$ cat src/rtl/sw_cond_if.sv
// Switch conditioner bus: raw pins and clear mask in, debounced word and
// per-bit edge/event status out.
interface sw_cond_if #(
    parameter int unsigned NUM_SW = 17
);
    logic [NUM_SW-1:0] sw_pin_i;
    logic [NUM_SW-1:0] event_clr_i;
    logic [31:0]       io_sw_o;
    logic [NUM_SW-1:0] rise_o;
    logic [NUM_SW-1:0] fall_o;
    logic [NUM_SW-1:0] event_o;
    logic              busy_o;

    // Conditioner side
    modport slave (
        input  sw_pin_i,
        input  event_clr_i,
        output io_sw_o,
        output rise_o,
        output fall_o,
        output event_o,
        output busy_o
    );

    // Board / consumer side
    modport master (
        output sw_pin_i,
        output event_clr_i,
        input  io_sw_o,
        input  rise_o,
        input  fall_o,
        input  event_o,
        input  busy_o
    );
endinterface

$ cat src/rtl/sw_cond.sv
// Switch/key conditioner: per-bit 2-flop synchronizer, counter-based debounce,
// registered rise/fall pulses, sticky write-one-to-clear event flags and a
// busy indication while any bit is mid-count.
module sw_cond #(
    parameter int unsigned NUM_SW   = 17,
    parameter int unsigned DEBOUNCE = 500000
) (
    input  logic        clk_i,
    input  logic        rst_i,
    sw_cond_if.slave    sw_bus
);

    localparam int unsigned CntW   = $clog2(DEBOUNCE) + 1;
    localparam logic [CntW-1:0] CntMax = CntW'(DEBOUNCE - 1);

    logic [NUM_SW-1:0] r_sync1;
    logic [NUM_SW-1:0] r_sync2;
    logic [NUM_SW-1:0] r_stable;
    logic [NUM_SW-1:0] r_rise;
    logic [NUM_SW-1:0] r_fall;
    logic [NUM_SW-1:0] r_event;
    logic              r_busy;
    logic [CntW-1:0]   r_cnt [NUM_SW];

    logic [CntW-1:0]   w_cnt_d [NUM_SW];
    logic [NUM_SW-1:0] w_accept;
    logic [NUM_SW-1:0] w_cnt_nz;
    logic [NUM_SW-1:0] w_stable_d;
    logic [31:0]       w_io_sw;

    // Per-bit debounce decision: count while sync2 disagrees with the stable
    // level, accept on the DEBOUNCE-th consecutive disagreeing cycle. Any
    // agreeing cycle drops the count back to zero, so glitches never add up.
    always_comb begin
        w_accept = '0;
        w_cnt_nz = '0;
        for (int i = 0; i < NUM_SW; i++) begin
            w_cnt_d[i]  = '0;
            w_cnt_nz[i] = (r_cnt[i] != '0);
            if (r_sync2[i] != r_stable[i]) begin
                if (r_cnt[i] == CntMax) begin
                    w_accept[i] = 1'b1;
                end else begin
                    w_cnt_d[i] = r_cnt[i] + CntW'(1);
                end
            end
        end
        w_stable_d = r_stable ^ w_accept;
    end

    // Synchronizer, debounce state and registered status outputs.
    always_ff @(posedge clk_i or posedge rst_i) begin
        if (rst_i) begin
            r_sync1  <= '0;
            r_sync2  <= '0;
            r_stable <= '0;
            r_rise   <= '0;
            r_fall   <= '0;
            r_event  <= '0;
            r_busy   <= 1'b0;
            for (int i = 0; i < NUM_SW; i++) begin
                r_cnt[i] <= '0;
            end
        end else begin
            r_sync1  <= sw_bus.sw_pin_i;
            r_sync2  <= r_sync1;
            r_stable <= w_stable_d;
            // Pulses line up with the cycle io_sw_o first shows the new level.
            r_rise   <= w_accept & r_sync2;
            r_fall   <= w_accept & ~r_sync2;
            // Set from the visible pulses so a clear in the pulse cycle loses.
            r_event  <= (r_event & ~sw_bus.event_clr_i) | r_rise | r_fall;
            r_busy   <= |w_cnt_nz;
            for (int i = 0; i < NUM_SW; i++) begin
                r_cnt[i] <= w_cnt_d[i];
            end
        end
    end

    // Debounced word, zero-extended to the full 32-bit core input.
    always_comb begin
        w_io_sw               = '0;
        w_io_sw[NUM_SW-1:0]   = r_stable;
    end

    assign sw_bus.io_sw_o = w_io_sw;
    assign sw_bus.rise_o  = r_rise;
    assign sw_bus.fall_o  = r_fall;
    assign sw_bus.event_o = r_event;
    assign sw_bus.busy_o  = r_busy;

    a_rise_fall_excl: assert property (@(posedge clk_i) disable iff (rst_i)
        (r_rise & r_fall) == '0);

endmodule
$ cat src/flat_wrapper.sv
// flat-port wrapper written by rule: the top's interface ports become plain ports
module sw_cond_flat 
#(
    parameter int unsigned NUM_SW   = 17,
    parameter int unsigned DEBOUNCE = 500000
)
  (clk_i, rst_i, sw_bus_sw_pin_i, sw_bus_event_clr_i, sw_bus_io_sw_o, sw_bus_rise_o, sw_bus_fall_o, sw_bus_event_o, sw_bus_busy_o);
  sw_cond_if #(.NUM_SW(NUM_SW)) sw_bus_i ();
  input  logic clk_i;
  input  logic rst_i;
  input wire logic [$bits(sw_bus_i.sw_pin_i)-1:0] sw_bus_sw_pin_i;
  input wire logic [$bits(sw_bus_i.event_clr_i)-1:0] sw_bus_event_clr_i;
  output wire logic [$bits(sw_bus_i.io_sw_o)-1:0] sw_bus_io_sw_o;
  output wire logic [$bits(sw_bus_i.rise_o)-1:0] sw_bus_rise_o;
  output wire logic [$bits(sw_bus_i.fall_o)-1:0] sw_bus_fall_o;
  output wire logic [$bits(sw_bus_i.event_o)-1:0] sw_bus_event_o;
  output wire logic [$bits(sw_bus_i.busy_o)-1:0] sw_bus_busy_o;
  assign sw_bus_i.sw_pin_i = sw_bus_sw_pin_i;
  assign sw_bus_i.event_clr_i = sw_bus_event_clr_i;
  assign sw_bus_io_sw_o = sw_bus_i.io_sw_o;
  assign sw_bus_rise_o = sw_bus_i.rise_o;
  assign sw_bus_fall_o = sw_bus_i.fall_o;
  assign sw_bus_event_o = sw_bus_i.event_o;
  assign sw_bus_busy_o = sw_bus_i.busy_o;
  sw_cond #(.NUM_SW(NUM_SW), .DEBOUNCE(DEBOUNCE)) u_core (.clk_i(clk_i), .rst_i(rst_i), .sw_bus(sw_bus_i));
endmodule
$ cat config.mk
export PLATFORM = sky130hd
export DESIGN_NAME = sw_cond_flat
export DESIGN_NICKNAME = d
export VERILOG_FILES = /design/src/rtl/sw_cond_if.sv /design/src/rtl/sw_cond.sv /design/src/flat_wrapper.sv
export SDC_FILE = /design/constraint.sdc
export NUM_CORES = 1
export LEC_CHECK = 0
export CORE_MARGIN = 3
export CORE_UTILIZATION = 55
export CTS_BUF_LIST = sky130_fd_sc_hd__clkbuf_8
export CTS_CLUSTER_SIZE = 40
export DETAILED_ROUTE_END_ITERATION = 10
export PLACE_DENSITY_LB_ADDON = 0.3
export SYNTH_ARGS = -nofsm -noshare
export SYNTH_HDL_FRONTEND = slang
export SYNTH_SLANG_ARGS = --single-unit
$ cat constraint.sdc
create_clock -name clk_i -period 19.05 [get_ports clk_i]
set_input_delay 3.81 -clock clk_i [delete_from_list [all_inputs] [get_ports clk_i]]
set_output_delay 3.81 -clock clk_i [all_outputs]
set_load 0.1 [all_outputs]
==> impl_metrics.yaml <==
yosys:
  synth_edf_count: 0
  synthArstFlopShare_pct: 100
  ys_warn_count: 0
  synth-seq-area-share_pct: 53.7
  synthDistinctLibCells: 43
  synth_seq_cells: 443
  syn_inst: 2063
  yosys.area.top_type: "dfrtp_1"
  yosys-top-cells-area: "dfrtp_1 54%, nor2_1 7.3%, xnor2_1 6.8%"
  synth_top_flop_cell: "dfrtp_1"
  synth_area_sq_um: 20700
  syn_area_per_cell_sq_um: 10.0
  synth_top_area_share_pct: 53.7
run:
  maxCapViolations: 0
timing:
  period_share_pct: 31.6
  max_clock_freq_ghz: 0.166
  finalSetupViolCount: 0
  finalCriticalPeriod_ns: 6.02
  finClkSkew_ns: 0.0193
  setup_tns_ns: 0
  slew_headroom_pct: 33.1
  tightest_slew_ns: 1.00
  finalHoldViolCount: 0
  rsz0062_at_grt: "false"
  finalMaxSlewViolations: 0
die:
  start_util_pct: 56.2
  die_w_microns: 200
  core_area_sq_um: 36800
  die_y_microns: 200
  io_pins: 120
  core.rowCount: 70
  dieArea_sq_um: 39900
routing:
  vias: 15003
  drc: 0
  first_pass_iters: 5
  route.detailed.wl_per_inst_microns: 16.0
  viasPerCell: 5.51
  first_iter_violations: 879
  routed_wl_microns: 43600
  drtAntennaViolNets: 0
grt:
  antenna_found_initial: 5
  grt_start_max_net_pins: 117
  first_global_vias: 14926
  groute.usage.overall_pct: 22.2
  grt_overflow: 0
  grt_pass1_wl_microns: 72400
run_status:
  status: "finished, final reports clean"
clock_network:
  cts_num_sinks: 443
  cts_resized: 0
  clk_pin_slew_worst_paths_ns: 0.06
  clk_latency_ns: 0.61
  numCtsBuffers: 74
  htreeDepth: 3
  postCtsSetupBuffers: 0
  cts_max_path_buffers: 3
  cts_tree: "done"
  cts_root_buffer: "clkbuf_8"
  cts_hold_buf: 0
power:
  p_leak_nw: 10.3
  ir_worst_vdd_uv: 76.4
  power_density_nw_per_um2: 78.9
critical_path:
  regToRegStartpoint: "u_core.r_cnt[64]"
  arrival_ns: 2.21
  crit_cells: 1
  rrSetupSlack_ns: 16.57
  rr_endpoint: "u_core.sw_bus.busy_o"
  end_kind: "primary output"
  slowest_delay_ns: 1.18
  crit_family: "buffers and inverters"
  endpoint: "sw_bus_io_sw_o[15]"
  critPathRequiredTime_ns: 15.24
  path_max_fanout: 5
  crit_slowest_cell: "clkdlybuf4s50_1"
  rr_worst_depth: 5
  startpoint_type: "register"
  cp_num_buf_inv: 1
  path_cells: "clkdlybuf4s50_1"
  path_class: "register to primary output"
placed_design:
  hpwl_microns: 30600
  routabilityCongestion: 0.885
  dpl_cell_area_sq_um: 22000
  io_buffers: 104
hold_path:
  holdCritPathClass: "register to register"
final_layout:
  layout_commonest_cell: "dfrtp_1"
  final_area_sq_um: 23500
  final_nets: 2272
  area.growth.synth_to_final_pct: 13.6
  antenna_cells: 0
  final_util_pct: 63.8
  most-common-layout-cells: "443 x dfrtp_1, 403 x nor2_1, 161 x xnor2_1"
  drive_gt1_share_pct: 6.30
  n_fill_cell: 2966
==> worst reg2reg max path, cell delays in order, from the launching register on <==
cell	delay, ns
dfrtp_1	0.44
nor4_1	0.57
nand4_1	0.15
nor4_1	0.46
nand4_1	0.20
or3_1	0.49
==> area by class of cell <==
cell class	count	area (sq um)	share of cell area [%]
clock inverters	35	146	0.624
clock buffers	92	1270	5.40
repair buffers	109	1080	4.60
flip-flops and latches	443	11100	47.3
multi-input cells	1491	8980	38.3
well taps	468	586	2.50
inverters	83	319	1.36
==> cells by family after synthesis <==
group	after synthesis	share of synthesized area [%]
DFF	443	53.7
AOI/OAI and AO/OA	25	0.606
other	1	0.0182
xor gates and xnor gates	319	13.5
buffers and inverters	143	3.13
muxes	17	0.945
and+or+nand+nor	1081	26.0
adders and majority gates	34	2.06
==> per-layer routing <==
metal | vias to the layer above | GRT usage (%) | share of wire [%]
li1 | 7240 | - | -
met1 | 7353 | 29.4 | 44
met2 | 299 | 36.0 | 48
met3 | 105 | 5.07 | 4.7
met4 | 6 | 8.89 | 3.1
met5 | - | 0 | 0.085
==> stage by stage <==
step	setup slack [ns]	instances	power [mW]	hold slack, ns
final	13.03	2721	1.85	0.347
after global routing	12.58	2721	1.93	0.352
after CTS	12.87	2721	1.88	0.348
after detailed placement	12.22	2594	1.07	0.335
after global placement	12.28	2594	1.07	0.332
after floorplan	2.90	2077	1.04	0.331
==> flip-flops by register name (all words and copies together) (netlist names), named ones only <==
register,count
u_core.r_sync1,17
u_core.r_sync2,17
u_core.sw_bus.busy_o,1
u_core.sw_bus.fall_o,17
u_core.sw_bus.event_o,17
u_core.r_cnt,340
u_core.sw_bus.rise_o,17
==> worst min path at each step <==
| stage | start | end | slack [ns] | cells after the start |
|---|---|---|---|---|
| after floorplan | u_core.r_sync1[0] | u_core.r_sync2[0] | 0.33 | 0 |
| after global placement | u_core.r_sync1[11] | u_core.r_sync2[11] | 0.33 | 0 |
| after detailed placement | u_core.r_sync1[2] | u_core.r_sync2[2] | 0.33 | 0 |
| after CTS | u_core.r_sync1[11] | u_core.r_sync2[11] | 0.35 | 0 |
| after global routing | u_core.r_sync1[2] | u_core.r_sync2[2] | 0.35 | 0 |
| final | u_core.r_sync1[11] | u_core.r_sync2[11] | 0.35 | 0 |
==> power by group <==
part | switching [mW] | leakage [nW] | internal [mW]
Clock | 0.365 | 0.830 | 0.432
Sequential | 0.0145 | 6.06 | 0.954
Combinational | 0.0614 | 3.40 | 0.0244
Total | 0.441 | 10.3 | 1.41
==> synth_stat cells (all sizes together), types with 34 or more instances <==
cell type	number
and3	64
dfrtp	443
ha	34
inv	83
nand2	140
nand3	128
nand4	91
nor2	403
nor3	57
nor3b	34
nor4	83
xnor2	161
xor2	158
Note: power is estimated with default switching activity, not from simulation.
